[config.mk]
export PLATFORM = sky130hd
export DESIGN_NAME = change_dispense_ctrl
export DESIGN_NICKNAME = d
export VERILOG_FILES = /design/src/rtl/vm_pkg.sv /design/src/rtl/change_denom_pick.sv /design/src/rtl/change_dispense_ctrl.sv
export SDC_FILE = /design/constraint.sdc
export NUM_CORES = 1
export LEC_CHECK = 0
export BUFFER_PORTS_ARGS = -buffer_cell sky130_fd_sc_hd__buf_4
export CAP_MARGIN = 20
export CORE_UTILIZATION = 60
export DETAILED_ROUTE_END_ITERATION = 6
export HOLD_SLACK_MARGIN = 0.1
export PLACE_DENSITY = 0.82
export SKIP_CTS_REPAIR_TIMING = 1
export SYNTH_ARGS = -nofsm -noshare
export SYNTH_HDL_FRONTEND = slang
export SYNTH_HIERARCHICAL = 1
export SYNTH_SLANG_ARGS = --single-unit
[constraint.sdc]
create_clock -name sys_clk -period 7.06 [get_ports sys_clk]
set_input_delay 0.706 -clock sys_clk [delete_from_list [all_inputs] [get_ports sys_clk]]
set_output_delay 0.706 -clock sys_clk [all_outputs]
set_load 0.01 [all_outputs]
[src/rtl/vm_pkg.sv]
// Shared vending-machine definitions: money width, denomination codes and values,
// and the one-hot state encoding of the change dispenser.
package vm_pkg;

  localparam int MONEY_W    = 8;
  localparam int NUM_DENOMS = 5;
  localparam int DENOM_W    = 3;

  typedef enum logic [DENOM_W-1:0] {
    DENOM_1  = 3'd0,
    DENOM_5  = 3'd1,
    DENOM_10 = 3'd2,
    DENOM_20 = 3'd3,
    DENOM_50 = 3'd4
  } denom_e;

  typedef enum logic [5:0] {
    ST_IDLE    = 6'b000001,
    ST_SELECT  = 6'b000010,
    ST_REQ     = 6'b000100,
    ST_RELEASE = 6'b001000,
    ST_DONE    = 6'b010000,
    ST_FAULT   = 6'b100000
  } disp_state_e;

  // Codes are ordered by ascending value, which the picker relies on.
  function automatic logic [MONEY_W-1:0] denom_value(input logic [DENOM_W-1:0] code);
    case (code)
      DENOM_1:  return 8'd1;
      DENOM_5:  return 8'd5;
      DENOM_10: return 8'd10;
      DENOM_20: return 8'd20;
      DENOM_50: return 8'd50;
      default:  return 8'd0;
    endcase
  endfunction

endpackage

[src/rtl/change_denom_pick.sv]
// Combinational picker: largest denomination that is in stock and does not
// exceed the amount still owed.
module change_denom_pick
  import vm_pkg::*;
(
  input  logic [MONEY_W-1:0]    remaining,
  input  logic [NUM_DENOMS-1:0] stock_empty,
  output logic [DENOM_W-1:0]    code,
  output logic                  valid
);

  always_comb begin
    code  = '0;
    valid = 1'b0;
    // Ascending scan: the last eligible code seen is the largest one.
    for (int i = 0; i < NUM_DENOMS; i++) begin
      if (!stock_empty[i] && (denom_value(DENOM_W'(i)) <= remaining)) begin
        code  = DENOM_W'(i);
        valid = 1'b1;
      end
    end
  end

endmodule

[src/rtl/change_dispense_ctrl.sv]
// Change payout controller: greedily dispenses notes one at a time over a
// four-phase req/ack handshake, with stock-out and acknowledge-timeout faults.
module change_dispense_ctrl
  import vm_pkg::*;
#(
  parameter int TIMEOUT_CYCLES = 1000,
  parameter int CNT_W          = 5
) (
  input  logic                  sys_clk,
  input  logic                  sys_rst_n,
  input  logic                  start,
  input  logic [MONEY_W-1:0]    change_amt,
  input  logic [NUM_DENOMS-1:0] stock_empty,
  input  logic                  dispense_ack,
  output logic                  dispense_req,
  output logic [DENOM_W-1:0]    dispense_denom,
  output logic [MONEY_W-1:0]    remaining,
  output logic [CNT_W-1:0]      note_cnt,
  output logic                  busy,
  output logic                  done,
  output logic                  fault
);

  localparam int TMR_W = $clog2(TIMEOUT_CYCLES + 1);

  disp_state_e          state_q, state_d;
  logic [MONEY_W-1:0]   remaining_q, remaining_d;
  logic [CNT_W-1:0]     note_cnt_q, note_cnt_d;
  logic [DENOM_W-1:0]   denom_q, denom_d;
  logic [TMR_W-1:0]     timer_q, timer_d;
  logic                 fault_q, fault_d;
  logic                 done_q, done_d;
  logic [DENOM_W-1:0]   pick_code;
  logic                 pick_valid;

  change_denom_pick u_pick (
    .remaining   (remaining_q),
    .stock_empty (stock_empty),
    .code        (pick_code),
    .valid       (pick_valid)
  );

  always_comb begin
    // NOTE: every next-state value gets a default first, so no path can infer a latch.
    state_d     = state_q;
    remaining_d = remaining_q;
    note_cnt_d  = note_cnt_q;
    denom_d     = denom_q;
    timer_d     = timer_q;
    fault_d     = fault_q;
    done_d      = 1'b0;

    unique case (state_q)
      ST_IDLE: begin
        if (start) begin
          remaining_d = change_amt;
          note_cnt_d  = '0;
          fault_d     = 1'b0;
          state_d     = ST_SELECT;
        end
      end
      ST_SELECT: begin
        if (remaining_q == '0) begin
          state_d = ST_DONE;
        end else if (pick_valid) begin
          denom_d = pick_code;
          timer_d = '0;
          state_d = ST_REQ;
        end else begin
          fault_d = 1'b1;
          state_d = ST_FAULT;
        end
      end
      ST_REQ: begin
        if (dispense_ack) begin
          remaining_d = remaining_q - denom_value(denom_q);
          if (note_cnt_q != '1) note_cnt_d = note_cnt_q + CNT_W'(1);
          state_d = ST_RELEASE;
        end else if (timer_q == TMR_W'(TIMEOUT_CYCLES - 1)) begin
          fault_d = 1'b1;
          state_d = ST_FAULT;
        end else begin
          timer_d = timer_q + TMR_W'(1);
        end
      end
      ST_RELEASE: begin
        if (!dispense_ack) state_d = ST_SELECT;
      end
      ST_DONE: begin
        done_d  = 1'b1;
        state_d = ST_IDLE;
      end
      ST_FAULT: state_d = ST_IDLE;
      default:  state_d = ST_IDLE;
    endcase
  end

  // NOTE: sequential state uses non-blocking assignments so all flops update together.
  always_ff @(posedge sys_clk or negedge sys_rst_n) begin
    if (!sys_rst_n) begin
      state_q     <= ST_IDLE;
      remaining_q <= '0;
      note_cnt_q  <= '0;
      denom_q     <= '0;
      timer_q     <= '0;
      fault_q     <= 1'b0;
      done_q      <= 1'b0;
    end else begin
      state_q     <= state_d;
      remaining_q <= remaining_d;
      note_cnt_q  <= note_cnt_d;
      denom_q     <= denom_d;
      timer_q     <= timer_d;
      fault_q     <= fault_d;
      done_q      <= done_d;
    end
  end

  // Request comes straight off the one-hot state flop.
  assign dispense_req   = (state_q == ST_REQ);
  assign dispense_denom = denom_q;
  assign remaining      = remaining_q;
  assign note_cnt       = note_cnt_q;
  assign busy           = (state_q != ST_IDLE);
  assign done           = done_q;
  assign fault          = fault_q;

endmodule

Word level (Yosys, flattened, before mapping)

Index checks and enable logic that the tools add are counted.

Flip-flop bits (word level): 34

Add/subtract/negate cells: 3
Order comparisons: 5
Equal/unequal tests: 23
Muxes and demuxes: 38
Bitwise logic cells: 1
Reduce and logical (&&, ||, !) cells: 21

Operators by type and width:

| cell                                                                   | count |
|---|---|
| 10-bit two-way mux                                                     | 4 |
| 6-bit two-way mux                                                      | 6 |
| 8-bit two-way mux                                                      | 4 |
| 6-bit one-hot mux with 5 select lines                                  | 1 |
| 6-bit one-hot mux with 4 select lines                                  | 1 |
| 10-bit one-hot mux with 2 select lines                                 | 1 |
| 2-bit inequality test (second input constant)                          | 8 |
| 8-bit one-hot mux with 2 select lines                                  | 1 |
| 5-bit two-way mux                                                      | 3 |
| 1-bit two-way mux                                                      | 12 |
| 10-bit by 1-bit adder with 10-bit output (second input constant)       | 1 |
| 10-bit equality test (second input constant)                           | 1 |
| 5-bit one-hot mux with 2 select lines                                  | 1 |
| 3-bit AND reduction                                                    | 3 |
| 1-bit by 8-bit <= comparator with 1-bit output (first input constant)  | 1 |
| 3-bit by 8-bit <= comparator with 1-bit output (first input constant)  | 1 |
| 4-bit by 8-bit <= comparator with 1-bit output (first input constant)  | 1 |
| 5-bit by 8-bit <= comparator with 1-bit output (first input constant)  | 1 |
| 6-bit by 8-bit <= comparator with 1-bit output (first input constant)  | 1 |
| 8-bit logical NOT                                                      | 1 |
| 8-bit subtractor                                                       | 1 |
| 3-bit by 2-bit equality test with 1-bit output (second input constant) | 2 |
| 6-bit by 1-bit equality test with 1-bit output (second input constant) | 1 |
| 6-bit by 2-bit equality test with 1-bit output (second input constant) | 1 |
| other kinds (22)                                                       | 33 |

Logic depth before layout (Yosys ltp)

Gate-level depths: netlist (run 1).

Depth after elaboration: 10
Depth in mapped cells: 9

Modules after synthesis

The synthesis (run 1) kept the hierarchy.

By module, submodules not included:

| module               | instances | cells an instance | area each (µm²) |
|---|---|---|---|
| change_dispense_ctrl | 1         | 199               | 1,980.6 |
| change_denom_pick    | 1         | 21                | 131.4 |

Least setup slack after synthesis (run 1)

Ideal clock, no wire load.

Path kind: register to output
From: register state_q[1]
To: output dispense_req
Arrival: 1.593 ns
Data required time: 6.354 ns
Slack: 4.761 ns
Stages on the path, launching flop included: 7
Path through: dfrtp_1 -> or4_1 -> buf_2 -> or2_1 -> buf_6 -> clkinv_2 -> buf_6

Word-level cells in the longest chain between the ends: 1

Ends and longest elaborated chain:

| what                                           | line                        | source |
|---|---|---|
| from (decl)                                    | change_dispense_ctrl.sv:26  | `disp_state_e state_q, state_d;` |
| from (signal assigned)                         | change_dispense_ctrl.sv:109 | `state_q <= state_d;` |
| 6-bit by 3-bit equality test with 1-bit output | change_dispense_ctrl.sv:120 | `assign dispense_req = (state_q == ST_REQ);` |
| to (decl)                                      | change_dispense_ctrl.sv:15  | `output logic dispense_req,` |

Every way passes these cells.

Worst setup path after layout (run 1)

Ends and elaborated chain as after synthesis.

==> results of run 1 <==
-- synth_stat cells (2+ instances only) --
cell / number / area [um^2]
sky130_fd_sc_hd__nor2_1: 19 / 71.3
sky130_fd_sc_hd__nand2b_1: 2 / 12.5
sky130_fd_sc_hd__mux2i_1: 3 / 30.0
sky130_fd_sc_hd__mux2_2: 4 / 45.0
sky130_fd_sc_hd__inv_1: 6 / 22.5
sky130_fd_sc_hd__a22o_1: 2 / 17.5
sky130_fd_sc_hd__and2_1: 5 / 31.3
sky130_fd_sc_hd__xor2_1: 4 / 35.0
sky130_fd_sc_hd__or4_1: 3 / 22.5
sky130_fd_sc_hd__nor3_1: 4 / 20.0
sky130_fd_sc_hd__o21ai_0: 18 / 90.1
sky130_fd_sc_hd__buf_6: 3 / 33.8
sky130_fd_sc_hd__a31oi_1: 3 / 18.8
sky130_fd_sc_hd__nand3_1: 4 / 20.0
sky130_fd_sc_hd__o31ai_1: 2 / 15.0
sky130_fd_sc_hd__dfrtp_1: 33 / 826
sky130_fd_sc_hd__a21oi_2: 2 / 17.5
sky130_fd_sc_hd__xnor2_1: 2 / 17.5
sky130_fd_sc_hd__a21oi_1: 13 / 65.1
sky130_fd_sc_hd__buf_2: 4 / 20.0
sky130_fd_sc_hd__and3_1: 4 / 25.0
sky130_fd_sc_hd__nand4_1: 3 / 18.8
sky130_fd_sc_hd__ha_1: 9 / 113
sky130_fd_sc_hd__a211oi_1: 4 / 30.0
sky130_fd_sc_hd__nand2_1: 16 / 60.1
sky130_fd_sc_hd__a211o_1: 2 / 17.5
sky130_fd_sc_hd__o211ai_1: 3 / 22.5
sky130_fd_sc_hd__o22ai_1: 2 / 12.5
sky130_fd_sc_hd__a21o_1: 4 / 30.0
sky130_fd_sc_hd__nor2b_1: 3 / 18.8
sky130_fd_sc_hd__nor4_1: 4 / 25.0
-- path summary, 6_finish.rpt --
check | from | slack [ns] | to
min reg2reg | fault$_DFFE_PN0P_ | 0.50 | fault$_DFFE_PN0P_
max in group asynchronous | sys_rst_n | 6.43 | state_q[0]$_DFFE_PN1P_
max | state_q[1]$_DFFE_PN0P_ | 4.03 | dispense_req
max reg2reg | state_q[0]$_DFFE_PN1P_ | 4.49 | remaining[6]$_DFFE_PN0P_
min in group sys_clk | fault$_DFFE_PN0P_ | 0.50 | fault$_DFFE_PN0P_
min | sys_rst_n | 0.28 | timer_q[0]$_DFFE_PN0P_
-- kinds of logic (layout without fill, tap and decap cells) --
| family | Yosys count | in the layout | share of synthesized area |
|---|---|---|---|
| adder cells (fa/ha/maj) | 10 | 10 | 0.0628 |
| multiplexers | 7 | 7 | 0.0355 |
| XOR/XNOR | 6 | 6 | 0.0249 |
| AND/OR/NAND/NOR | 80 | 80 | 0.215 |
| buffers and inverters | 15 | 52 | 0.0403 |
| AO/OA/AOI/OAI | 68 | 68 | 0.218 |
| flip-flops | 34 | 34 | 0.403 |
-- state kept, by name, indices dropped and copies added, names as in the netlist --
name and flops:
dispense_denom 3, remaining 8, done 1, timer_q 10, fault 1, note_cnt 5, state_q 6
-- through the flow --
| stage | cell area [um^2] | total power [mW] | hold WS (ns) |
|---|---|---|---|
| finish | 2450 | 0.879 | 0.284 |
| global route | 2450 | 0.954 | 0.310 |
| CTS | 2450 | 0.880 | 0.297 |
| detailed placement | 2390 | 0.764 | 0.473 |
| global placement | 2390 | 0.753 | 0.469 |
| floorplan | 2110 | 0.629 | 0.410 |
-- critical path, cell delays in order (launching register included) --
cell,delay [ns]
sky130_fd_sc_hd__dfrtp_1,0.42
sky130_fd_sc_hd__or4_1,0.68
sky130_fd_sc_hd__or2_1,0.47
sky130_fd_sc_hd__clkinv_2,0.25
sky130_fd_sc_hd__buf_4,0.16
-- per-layer routing --
metal  global-route usage  routed length, um
met1                0.393               2260
met2                0.399               2120
met3               0.0630                230
met4               0.0857                 37
met5                    0                  0
-- layout make-up --
type | instances | area (um^2)
Tap cell | 46 | 57.6
Clock inverter | 2 | 12.5
Sequential cell | 34 | 852
Inverter | 8 | 31.3
Timing Repair Buffer | 36 | 270
Fill cell | 289 | 913
Clock buffer | 6 | 51.3
Multi-Input combinational cell | 171 | 1170
-- layout by cell type (no fill, tap or decap), types with 5 or more instances in the layout --
master	netlist	layout
sky130_fd_sc_hd__o21ai_0	18	18
sky130_fd_sc_hd__dfrtp_1	33	33
sky130_fd_sc_hd__inv_1	6	6
sky130_fd_sc_hd__nand2_1	16	16
sky130_fd_sc_hd__a21oi_1	13	13
sky130_fd_sc_hd__and2_1	5	5
sky130_fd_sc_hd__buf_4	0	36
sky130_fd_sc_hd__nor2_1	19	19
sky130_fd_sc_hd__ha_1	9	9
sky130_fd_sc_hd__clkbuf_4	0	5
-- power by group through the flow --
stage	Clock (mW)	Combinational [mW]	Sequential, mW
6_report	0.115	0.447	0.317
5_1_grt	0.129	0.498	0.327
4_1_cts	0.119	0.445	0.316
3_5_place_dp	0	0.444	0.320
3_3_place_gp	0	0.436	0.317
2_1_floorplan	0	0.315	0.313
==> results by stage, run 1 <==
Final layout:
- 0 antenna diodes ended up in the layout.
- The share of cells above drive strength 1 is 0.245.
- The synthesis-to-layout area growth is 16.0%.
- The final layout contains ~280 nets.
- The post-layout instance count excluding filler cells is 303.
- For this run, the share of the core covered by cells in the final layout is 0.728.

Synth:
- The number of instances in the synthesized netlist is 220.
- The synthesized net count is 247.
- The share of the Yosys chip area taken by registers is 0.403.
- After synthesis the netlist holds a flip-flop and latch count of 34.
- Yosys mapped the design onto about 60 distinct sky130hd cell types.
- The average instance in the mapped netlist occupies 9.60 um^2.
- The number of warning messages in the yosys log is 6.
- The synthesized design contains 0 enable-type register cells.
- The proportion of synthesized flip-flops having asynchronous set or reset is 1.00.
- Summing every instance area after synthesis gives roughly 2100 um^2.
- For this run, the leading register cell type out of synthesis is sky130_fd_sc_hd__dfrtp_1.

GRT:
- The initial antenna violation count is 0.
- The via count of the first global-routing pass is 1,549.
- Entering global routing, the biggest net connects 35 pins.
- For this run the aggregate overflow at the end of global routing stands at 0.
- Across every metal layer, demand over resource in global routing totals 0.269.
- The first global-routing pass estimated ~7 mm of wire.

Routing:
- The mean number of vias per cell is 5.91.
- After the first detailed-routing iteration, the DRC count stood at 105.
- The routed wire length is 4.65 mm.
- After detailed routing, the average wire length per cell comes to 15.3 um.
- Once detail routing completed, the nets flagged for antenna violations numbered 0.
- The pre-antenna-repair detailed-routing pass consisted of 4 iterations.
- After detailed routing, the number of remaining DRC violations is 0.
- For this block, the via count after detailed routing is 1,792.

Power and ir drop:
- IR analysis of the VDD net gives a maximum drop of 0.199 mV.
- The switching power share of the total is 0.433.
- For this design the total switching power over the nets is 0.380 mW.
- The power share of the clock group is 0.130.
- The power density over the cells is roughly 360 nW/um^2.
- The internal power of the cells totals 0.499 mW.
- Summed over all cells, the static leakage comes to between 1 and 1.5 nW.
- The proportion of power drawn by flip-flops and latches is 0.360.
- The share of total power dissipated in combinational logic is 0.509.

Placed design:
- Counting tap cells, the placed design contains a total of between 200 and 300 instances.
- The worst setup timing slack at the placement stage is 4.43 ns.
- The number of input and output port buffers inserted is 36.
- The congestion estimate from routability-driven global placement came to between 0.8 and 0.9.
- The half-perimeter wire length after placement is about 3.5 mm.

Status:
- The run finished with clean final reports.

Die:
- The height of the die is 61.3 um.
- For this configuration, the core starts out at a cell density of 0.628.
- The chip width is 61.3 um.
- The floorplan has 21 rows.
- The number of placed I/O pins is 37.
- The die covers 3760 um^2.
- The total area inside the core boundary comes to approximately 3400 um^2.

Timing:
- The final setup violation count is 0.
- After routing, the total negative slack on setup checks comes to 0 ns.
- For the pin with the worst max-slew slack, the measured transition is 0.975 ns.
- Dividing the final minimum period by the clock period gives 0.429.
- The post-route worst setup slack is between 4 and 5 ns.
- The count of final max-slew check failures was 0.
- Counting I/O delays and the setup requirement, the final critical path takes just over 3 ns.
- The max-slew headroom at the worst pin is 0.344.
- The number of failing hold endpoints at the final stage is 0.
- The worst setup skew after layout is 0.0110 ns.
- The highest attainable clock frequency is between 300 and 400 MHz.
- Setup repair after global routing left no endpoint under its margin.

Hold path:
- The classification of the worst-slack hold path is in2async.

CTS:
- The CTS tree is built.
- Counting the buffers created by CTS gives 5.
- The number of clock sinks is 34.
- At the later pin of the worst-skew pair, clock insertion delay measures 0.34 ns.
- The H-tree was split into 2 levels.
- The cell at the root of the clock tree is sky130_fd_sc_hd__clkbuf_4.
- Clock-pin slew was measured on the worst setup and hold paths at 0.11 ns.
- The clock passes through at most 2 buffers.

Worst setup path:
- The path depth of the worst reg2reg path is 6.
- The required time of the critical path is 6.35 ns.
- The worst setup path is of the reg2out kind.
- Data on the critical path arrives at its endpoint at 2.32 ns.
- The startpoint type of the worst setup path is a flop.
- Along the worst path, the maximum fanout reaches 14.
- The worst setup path is captured at an output pin.

Run:
- The number of violations of the max-capacitance limit is 0.
(Power assumes the default switching activity.)
==> inputs of run 2 (changes only) <==
--- a/config.mk
+++ b/config.mk
@@ -5,12 +5,13 @@
 export SDC_FILE = /design/constraint.sdc
 export NUM_CORES = 1
 export LEC_CHECK = 0
+export ABC_AREA = 1
 export BUFFER_PORTS_ARGS = -buffer_cell sky130_fd_sc_hd__buf_4
 export CAP_MARGIN = 20
-export CORE_UTILIZATION = 60
+export CORE_UTILIZATION = 52
 export DETAILED_ROUTE_END_ITERATION = 6
 export HOLD_SLACK_MARGIN = 0.1
-export PLACE_DENSITY = 0.82
+export PLACE_DENSITY = 0.74
 export SKIP_CTS_REPAIR_TIMING = 1
 export SYNTH_ARGS = -nofsm -noshare
 export SYNTH_HDL_FRONTEND = slang
==> constraint.sdc (replaced) <==
create_clock -name sys_clk -period 2.65 [get_ports sys_clk]
set_input_delay 0.265 -clock sys_clk [delete_from_list [all_inputs] [get_ports sys_clk]]
set_output_delay 0.265 -clock sys_clk [all_outputs]
set_load 0.01 [all_outputs]
==> results by stage, run 2 <==
Final layout:
- The synthesis-to-layout area growth is 16.1%.
- Of the cells placed in the final design, the portion with a size suffix greater than 1 is 0.195.
- For this run, the share of the core covered by cells in the final layout is 0.638.
- Once layout is done, the placed cells without fillers occupy approximately 2800 um^2.
- The number of diodes is 0.
- The most frequent standard cell in the layout excluding fill and tap cells is sky130_fd_sc_hd__nand2_1.
- Fill cells in the final layout number 420.
- In the layout the commonest cells are sky130_fd_sc_hd__nand2_1 (107), sky130_fd_sc_hd__inv_1 (45), sky130_fd_sc_hd__buf_4 (36).
- The register containing the most flip-flops in the final layout is timer_q.
- The net count of the finished layout is 415.
- The number of flip-flops under the largest register name is 10.

Worst setup path:
- The startpoint type of the worst setup path is a flop.
- The critical path start-end classification is reg2reg.
- The worst register-to-register path has a depth of 13.
- Data arrives at the worst endpoint at 2.33 ns.
- STA classifies the critical path endpoint as a flop.
- The reg-to-reg endpoint is remaining[4]$_DFFE_PN0P_.
- The setup check on the worst reg-to-reg path leaves a slack of 0.52 ns.
- The maximum fanout count along the critical path is 5.
- The startpoint of the lowest-slack register-to-register path is dispense_denom[2]$_DFFE_PN0P_.
- For the worst setup path, the data required time is 2.84 ns.

Timing:
- Once routing completed, OpenROAD measured the worst setup slack at 0.519 ns.
- The final setup violation count is 0.
- The number of failing hold endpoints at the final stage is 0.
- The transition time of the tightest slew-check pin is between 0.4 and 0.5 ns.
- The count of final max-slew check failures is 0.
- In the finished design, the share of the clock period the worst path needs comes to 0.804.
- After routing, the total negative slack on setup checks comes to 0 ns.
- The shortest clock period the worst path allows after layout is 2.13 ns.
- The worst setup skew after layout is 0.00640 ns.
- In this run the tightest slew margin relative to its limit is 0.689.
- Setup repair after global routing left no endpoint under its margin.
- Static timing analysis puts the maximum clock frequency at ~470 MHz.

Synth:
- The most frequently used cell type in the post-synthesis netlist is sky130_fd_sc_hd__nand2_1.
- In this run, distinct cell masters in the synthesized netlist total 35.
- The synthesized cell area is 2440 um^2.
- The register bit total from synthesis is 34.
- Of the synthesized area, sequential elements account for 0.349.
- The commonest cells after synthesis are sky130_fd_sc_hd__nand2_1 (107), sky130_fd_sc_hd__inv_1 (45), sky130_fd_sc_hd__nand3_1 (34).
- The number of warning messages in the yosys log is 6.
- Synthesis produced a netlist whose cell count is ~350.
- The share of the synthesized area in the top cell type is 0.338.
- The most used flip-flop cell after synthesis is sky130_fd_sc_hd__dfrtp_1.
- The cell type contributing the most total cell area after synthesis is sky130_fd_sc_hd__dfrtp_1.
- For this run, asynchronously set or reset flops after synthesis account for 1.00.
- The average cell area after synthesis is 7.00 um^2.
- The count of flip-flops with a built-in enable after synthesis is 0.
- By area the synthesized netlist is led by sky130_fd_sc_hd__dfrtp_1 (34%), sky130_fd_sc_hd__nand2_1 (16%), sky130_fd_sc_hd__nand3_1 (7.0%).
- Synthesis produced a netlist with a net count of 376.

Routing:
- The count of nets left with antenna violations once routing finished came out at 0.
- The detailed-route DRC error count is 14.
- For this block, the routed nets add up to 5.58 mm of wire.
- The average wire per standard cell is ~13 um.
- The mean number of vias per cell is 5.21.
- For this block, the initial DRC count from the detailed router was 135.
- The number of iterations in the first detailed-routing pass is 6.
- The routed layout has 2,297 vias.

Hold path:
- The startpoint of the tightest hold check path is change_amt[4].
- The worst hold path was traced through 5 stages.
- The end point of the worst hold path is remaining[4]$_DFFE_PN0P_.
- The min-delay analysis places its worst path in the category in2reg.

GRT:
- The fraction of met3 tracks used by global routing is 0.0584.
- The met2 routing resource usage after global routing is 0.391.
- The first-pass GRT wire length is ~9.8 mm.
- The global-route usage over all layers is 0.250.
- The via count of the first global-routing pass was around 2,200.
- The initial antenna violation count came to 0.
- The total overflow left after global routing is 0.
- The layer with the highest usage is met2.
- For this run, global-route usage on met1 was measured as 0.347.
- The largest net degree at the start of global routing is 35.

Power and ir drop:
- The share of total power dissipated in combinational logic is 0.572.
- The completed layout was analyzed and its total power is 2.99 mW.
- The power density over the cells is between 1000 and 1500 nW/um^2.
- The share of total power dissipated in the clock network is 0.141.
- The internal power of the cells totals about 1.5 mW.
- The leakage dissipation is 1.51 nW.
- The largest voltage drop on the vdd net is 0.489 mV.
- The switching power share of the total is 0.492.
- Summed over all nets, the switching power comes to 1.47 mW.
- The proportion of power drawn by flip-flops and latches is 0.287.

CTS:
- Clock-pin slew was measured on the worst setup and hold paths at 0.08 ns.
- The total clock buffers created by CTS is 5.
- The worst-skew pair later-pin latency is approximately 0.30 ns.
- The longest clock path from root to sink contains 2 buffers.
- The cell at the root of the clock tree is sky130_fd_sc_hd__clkbuf_8.
- For this design, the sink count on the clock tree is 34.
- The H-tree level count is 2.
- TritonCTS built the clock tree.

Placed design:
- The worst setup timing slack at the placement stage is 0.528 ns.
- The placed instances occupy a cell area of 2730 um^2.
- The HPWL after detailed placement is 4.08 mm.
- At the end of routability-driven placement, the weighted congestion stood at around 0.85.
- The number of input and output port buffers inserted is 36.

Die:
- The starting density of the core is 0.550.
- The placeable core region is 4440 um^2.
- The die covers approximately 5000 um^2.
- Measured along the y axis, the die boundary spans 70.5 um.
- The initialized floorplan defines 24 standard-cell rows.
- The chip width is 70.5 um.
- The number of placed I/O pins is 37.

Run:
- The number of violations of the max-capacitance limit is 0.

Status:
- The run finished, with violations left.
- The final reports fail on DRC.
[run 2: cell count changes after synthesis, sizes merged, moves of 5 or more]
cell / delta
inv: +40
nand2: +95
a21oi: -7
nand3: +35
nand4: +11
a21o: -5
nor2: +17
and2: -5
or2: +9
[run 2: stage by stage]
stage               std cells  hold slack, ns
floorplan                 349         -0.0306
finish                    441           0.257
CTS                       440         -0.0748
global placement          432           0.245
global route              441           0.263
detailed placement        432           0.245
[run 2: cell families after synthesis]
family	after synthesis	synth area share
XOR/XNOR	3	0.0108
buffers and inverters	52	0.0912
AND/OR/NAND/NOR	216	0.410
flip-flops	34	0.349
adder cells (fa/ha/maj)	10	0.0543
AO/OA/AOI/OAI	34	0.0845
[run 2: power by group through the flow]
| stage | combinational [mW] | sequential [mW] | clock (mW) |
|---|---|---|---|
| final | 1.71 | 0.859 | 0.422 |
| after global routing | 1.95 | 0.885 | 0.446 |
| after CTS | 1.71 | 0.858 | 0.427 |
| after detailed placement | 1.70 | 0.866 | 0 |
| after global placement | 1.67 | 0.858 | 0 |
| after floorplan | 1.25 | 0.852 | 0 |
[run 2: area by class of cell]
cell class / instances / area [um^2] / area share
Timing Repair Buffer: 37 / 280 / 0.0988
Tap cell: 52 / 65.1 / 0.0229
Clock inverter: 2 / 12.5 / 0.00441
Multi-Input combinational cell: 263 / 1370 / 0.482
Sequential cell: 34 / 852 / 0.300
Clock buffer: 6 / 82.6 / 0.0291
Inverter: 47 / 176 / 0.0622
[run 2: per-layer routing]
layer / up-vias / wire, um
met5: - / 0
met4: 0 / 91
met3: 7 / 302
met2: 57 / 2460
met1: 1039 / 2730
li1: 1194 / -
[run 2: how the worst max path moves through the flow]
stage	start	end	slack, ns
5_1_grt	dispense_denom[2]$_DFFE_PN0P_	remaining[4]$_DFFE_PN0P_	0.26
2_1_floorplan	dispense_denom[2]$_DFFE_PN0P_	remaining[4]$_DFFE_PN0P_	0.70
6_report	dispense_denom[2]$_DFFE_PN0P_	remaining[4]$_DFFE_PN0P_	0.52
3_5_place_dp	dispense_denom[2]$_DFFE_PN0P_	remaining[4]$_DFFE_PN0P_	0.53
4_1_cts	dispense_denom[2]$_DFFE_PN0P_	remaining[4]$_DFFE_PN0P_	0.51
3_3_place_gp	dispense_denom[2]$_DFFE_PN0P_	remaining[4]$_DFFE_PN0P_	0.56
[run 2: worst max-delay path, stage by stage (launching register included)]
cell and delay (ns):
sky130_fd_sc_hd__dfrtp_1 0.44, sky130_fd_sc_hd__inv_1 0.16, sky130_fd_sc_hd__nand2_1 0.09, sky130_fd_sc_hd__o21ai_0 0.16, sky130_fd_sc_hd__ha_1 0.16, sky130_fd_sc_hd__inv_1 0.06, sky130_fd_sc_hd__fa_1 0.42, sky130_fd_sc_hd__nand3_1 0.09
sky130_fd_sc_hd__nand3_1 0.08, sky130_fd_sc_hd__xor2_1 0.15, sky130_fd_sc_hd__nand2_1 0.07, sky130_fd_sc_hd__nand2_1 0.05, sky130_fd_sc_hd__nand2_1 0.05, sky130_fd_sc_hd__nand2_1 0.04
==> inputs of run 3 (changes only) <==
--- a/config.mk
+++ b/config.mk
@@ -8,10 +8,10 @@
 export ABC_AREA = 1
 export BUFFER_PORTS_ARGS = -buffer_cell sky130_fd_sc_hd__buf_4
 export CAP_MARGIN = 20
-export CORE_UTILIZATION = 52
+export CORE_UTILIZATION = 57
 export DETAILED_ROUTE_END_ITERATION = 6
 export HOLD_SLACK_MARGIN = 0.1
-export PLACE_DENSITY = 0.74
+export PLACE_DENSITY = 0.77
 export SKIP_CTS_REPAIR_TIMING = 1
 export SYNTH_ARGS = -nofsm -noshare
 export SYNTH_HDL_FRONTEND = slang
==> constraint.sdc (replaced) <==
create_clock -name sys_clk -period 2.1 [get_ports sys_clk]
set_input_delay 0.21 -clock sys_clk [delete_from_list [all_inputs] [get_ports sys_clk]]
set_output_delay 0.21 -clock sys_clk [all_outputs]
set_load 0.01 [all_outputs]
==> results by stage, run 3 (same netlist as run 2, synthesis figures left out) <==
GRT:
- The layer flagged by global routing as most heavily used is met2.
- The first global-routing pass estimated roughly 8.5 mm of wire.
- The global-route usage over all layers is 0.253.
- For met1 alone, demand over resource in global routing was 0.356.
- For this run, global-route usage on met3 was measured as 0.0608.
- Entering global routing, the biggest net connects 35 pins.
- Summed over all layers, the global routing overflow is 0.
- The initial antenna violation count is 0.
- The via count of the first global-routing pass was 1,904.
- For met2 alone, demand over resource in global routing was 0.373.

Timing:
- Static timing analysis puts the maximum clock frequency at 515 MHz.
- The final worst-path cycle share is 0.924.
- The transition time of the tightest slew-check pin is 0.428 ns.
- Setup violations remaining at the end of the flow were counted as 0.
- Setup repair after global routing left no endpoint under its margin.
- The worst pin sits at a relative slew slack of 0.715.
- The count of final max-slew check failures is 0.
- The number of failing hold endpoints at the final stage is 0.
- For the final routed database, the setup TNS stands at 0 ns.
- Across the routed clock network, the largest skew measured is roughly 0.008 ns.
- The shortest clock period the worst path allows after layout is 1.94 ns.

Placed design:
- The placer congestion estimate is 0.891.
- The area after detailed placement is 2800 um^2.
- Detailed placement finished with a half-perimeter wire length of roughly 4.0 mm.
- The count of buffers added on input and output ports is 36.

Routing:
- In the routed layout, each cell is associated on average with a via count of 5.12.
- For this block, the initial DRC count from the detailed router was 82.
- For this run, design rule violations remaining after detail routing come to 0.
- The routed wire length is about 5.3 mm.
- The detail route stage leaves a number of antenna-violating nets equal to 0.
- For this block, the via count after detailed routing is 2,292.
- The number of iterations in the first detailed-routing pass is 5.
- The average wire per standard cell is around 12 um.

CTS:
- The total clock buffers created by CTS is 5.
- The clock-pin slew on the worst setup and hold paths is 0.07 ns.
- The H-tree was split into 2 levels.
- Counting every sink on the clock net gives 34.
- In this run the clock root is driven by a sky130_fd_sc_hd__clkbuf_8.
- TritonCTS built the clock tree.
- The worst-skew pair later-pin latency is 0.29 ns.
- The deepest clock path buffer count is 2.

Status:
- The run finished with clean final reports.

Die:
- For this design the top-level I/O count stands at 37.
- The height of the die is 67.5 um.
- The die is a little under 70 um wide.
- The die covers between 4000 and 5000 um^2.
- The initial utilization of the core area, before any placement, comes to 0.602.
- The floorplan has 23 rows.
- The placeable core region is roughly 4100 um^2.

Power and ir drop:
- The leakage dissipation is approximately 1.5 nW.
- The largest voltage drop on the vdd net is around 0.68 mV.
- Dividing total power by cell area gives a power density of 1310 nW/um^2.

Final layout:
- The top cell types in the final layout, fill and taps aside, are sky130_fd_sc_hd__nand2_1 (107), sky130_fd_sc_hd__buf_4 (45), sky130_fd_sc_hd__inv_1 (44).
- More flip-flops sit in one register than any other, and that register is timer_q.
- The filler cell count in the final layout is between 300 and 400.
- The final-stage net count is roughly 420.
- The register with the most flip-flops in the layout has 10 of them.
- The sequential cells in the finished layout cover a total of 853 um^2.
- The synthesis-to-layout area growth is 18.5%.
- The number of diodes is 0.
- The area used by multi-input combinational logic is 1370 um^2.
- The most frequent standard cell in the layout excluding fill and tap cells is sky130_fd_sc_hd__nand2_1.
- Of the cells placed in the final design, the portion with a size suffix greater than 1 is 0.216.
- With fillers left out, the area of the finished cells amounts to 2890 um^2.

Run:
- Max-cap violations in this run came to 0.

Worst setup path:
- For the worst setup path, the data required time is between 2 and 2.5 ns.
- The delay of the slowest critical-path stage is 0.43 ns.
- The worst setup path is captured at a flop.
- The worst setup path is launched from a flop.
- The critical path's most frequent cell is sky130_fd_sc_hd__o21ai_0.
- The critical path goes through nor2_1 -> nand2_1 -> o21ai_0 -> ha_1 -> inv_1 -> fa_2 -> or2_2 -> o21ai_0 -> o21ai_2.
- Data on the critical path arrives at its endpoint at 2.12 ns.
- The maximum fanout count along the critical path is 6.
- The setup path with the least slack is of type reg2reg.
- The largest individual stage delay along the critical path comes from the cell sky130_fd_sc_hd__dfrtp_1.

Hold path:
- In this run the worst hold path is classified as in2reg.
run 3: cell count changes in the layout (fill, tap and decap cells not counted), sizes merged:
| cell | previous run | this run |
|---|---|---|
| buf | 36 | 45 |
| clkbuf | 6 | 7 |
| clkinv | 1 | 0 |
run 3: worst max-delay path, delay by kind of cell (launching register included):
kind                     cells  cell delay [ns]
flip-flops                   1             0.43
buffers and inverters        1             0.06
AND/OR/NAND/NOR              3             0.52
AO/OA/AOI/OAI                3             0.22
adder cells (fa/ha/maj)      2             0.58
run 3: report_power, final:
group	leakage, nW	internal (mW)	switching [mW]
registers	0.447	0.833	0.206
clock network	0.0385	0.234	0.235
logic	1.06	0.912	1.38
total	1.54	1.98	1.82
run 3: layer usage:
| metal | part of all wire | vias to the layer above | wire length, um |
|---|---|---|---|
| met1 | 0.51 | 1009 | 2740 |
| li1 | - | 1219 | - |
| met2 | 0.42 | 58 | 2260 |
| met4 | 0.011 | 0 | 59 |
| met3 | 0.051 | 6 | 272 |
| met5 | 0 | - | 0 |
run 3: path summary, 6_finish.rpt:
kind / endpoint / cells after the start / start / slack [ns]
setup / recovery: remaining[1]$_DFFE_PN0P_ / 9 / dispense_denom[1]$_DFFE_PN0P_ / 0.16
hold / removal: timer_q[1]$_DFFE_PN0P_ / 4 / dispense_ack / 0.22
setup reg to reg: remaining[1]$_DFFE_PN0P_ / 9 / dispense_denom[1]$_DFFE_PN0P_ / 0.16
hold reg to reg: fault$_DFFE_PN0P_ / 2 / fault$_DFFE_PN0P_ / 0.48
max in group asynchronous: state_q[0]$_DFFE_PN1P_ / 2 / sys_rst_n / 1.35
min in group asynchronous: timer_q[7]$_DFFE_PN0P_ / 2 / sys_rst_n / 0.40
run 3: per-stage QoR:
step / power (mW) / worst slack (ns) / hold slack [ns] / instances / utilization
final: 3.80 / 0.160 / 0.222 / 448 / 0.713
after global routing: 4.16 / 0.00763 / 0.229 / 448 / 0.713
after CTS: 3.79 / 0.0829 / -0.135 / 447 / 0.710
after detailed placement: 3.30 / 0.109 / 0.183 / 439 / 0.689
after global placement: 3.27 / 0.152 / 0.184 / 439 / 0.689
after floorplan: 2.66 / 0.153 / -0.0856 / 349 / -
run 3: cell type report:
| type | instances | area share |
|---|---|---|
| tap | 50 | 0.0216 |
| timing repair buffer | 46 | 0.120 |
| clock buffer | 7 | 0.0264 |
| sequential | 34 | 0.295 |
| clock inverter | 1 | 0.00259 |
| inverter | 47 | 0.0610 |
| multi-input combinational | 263 | 0.473 |
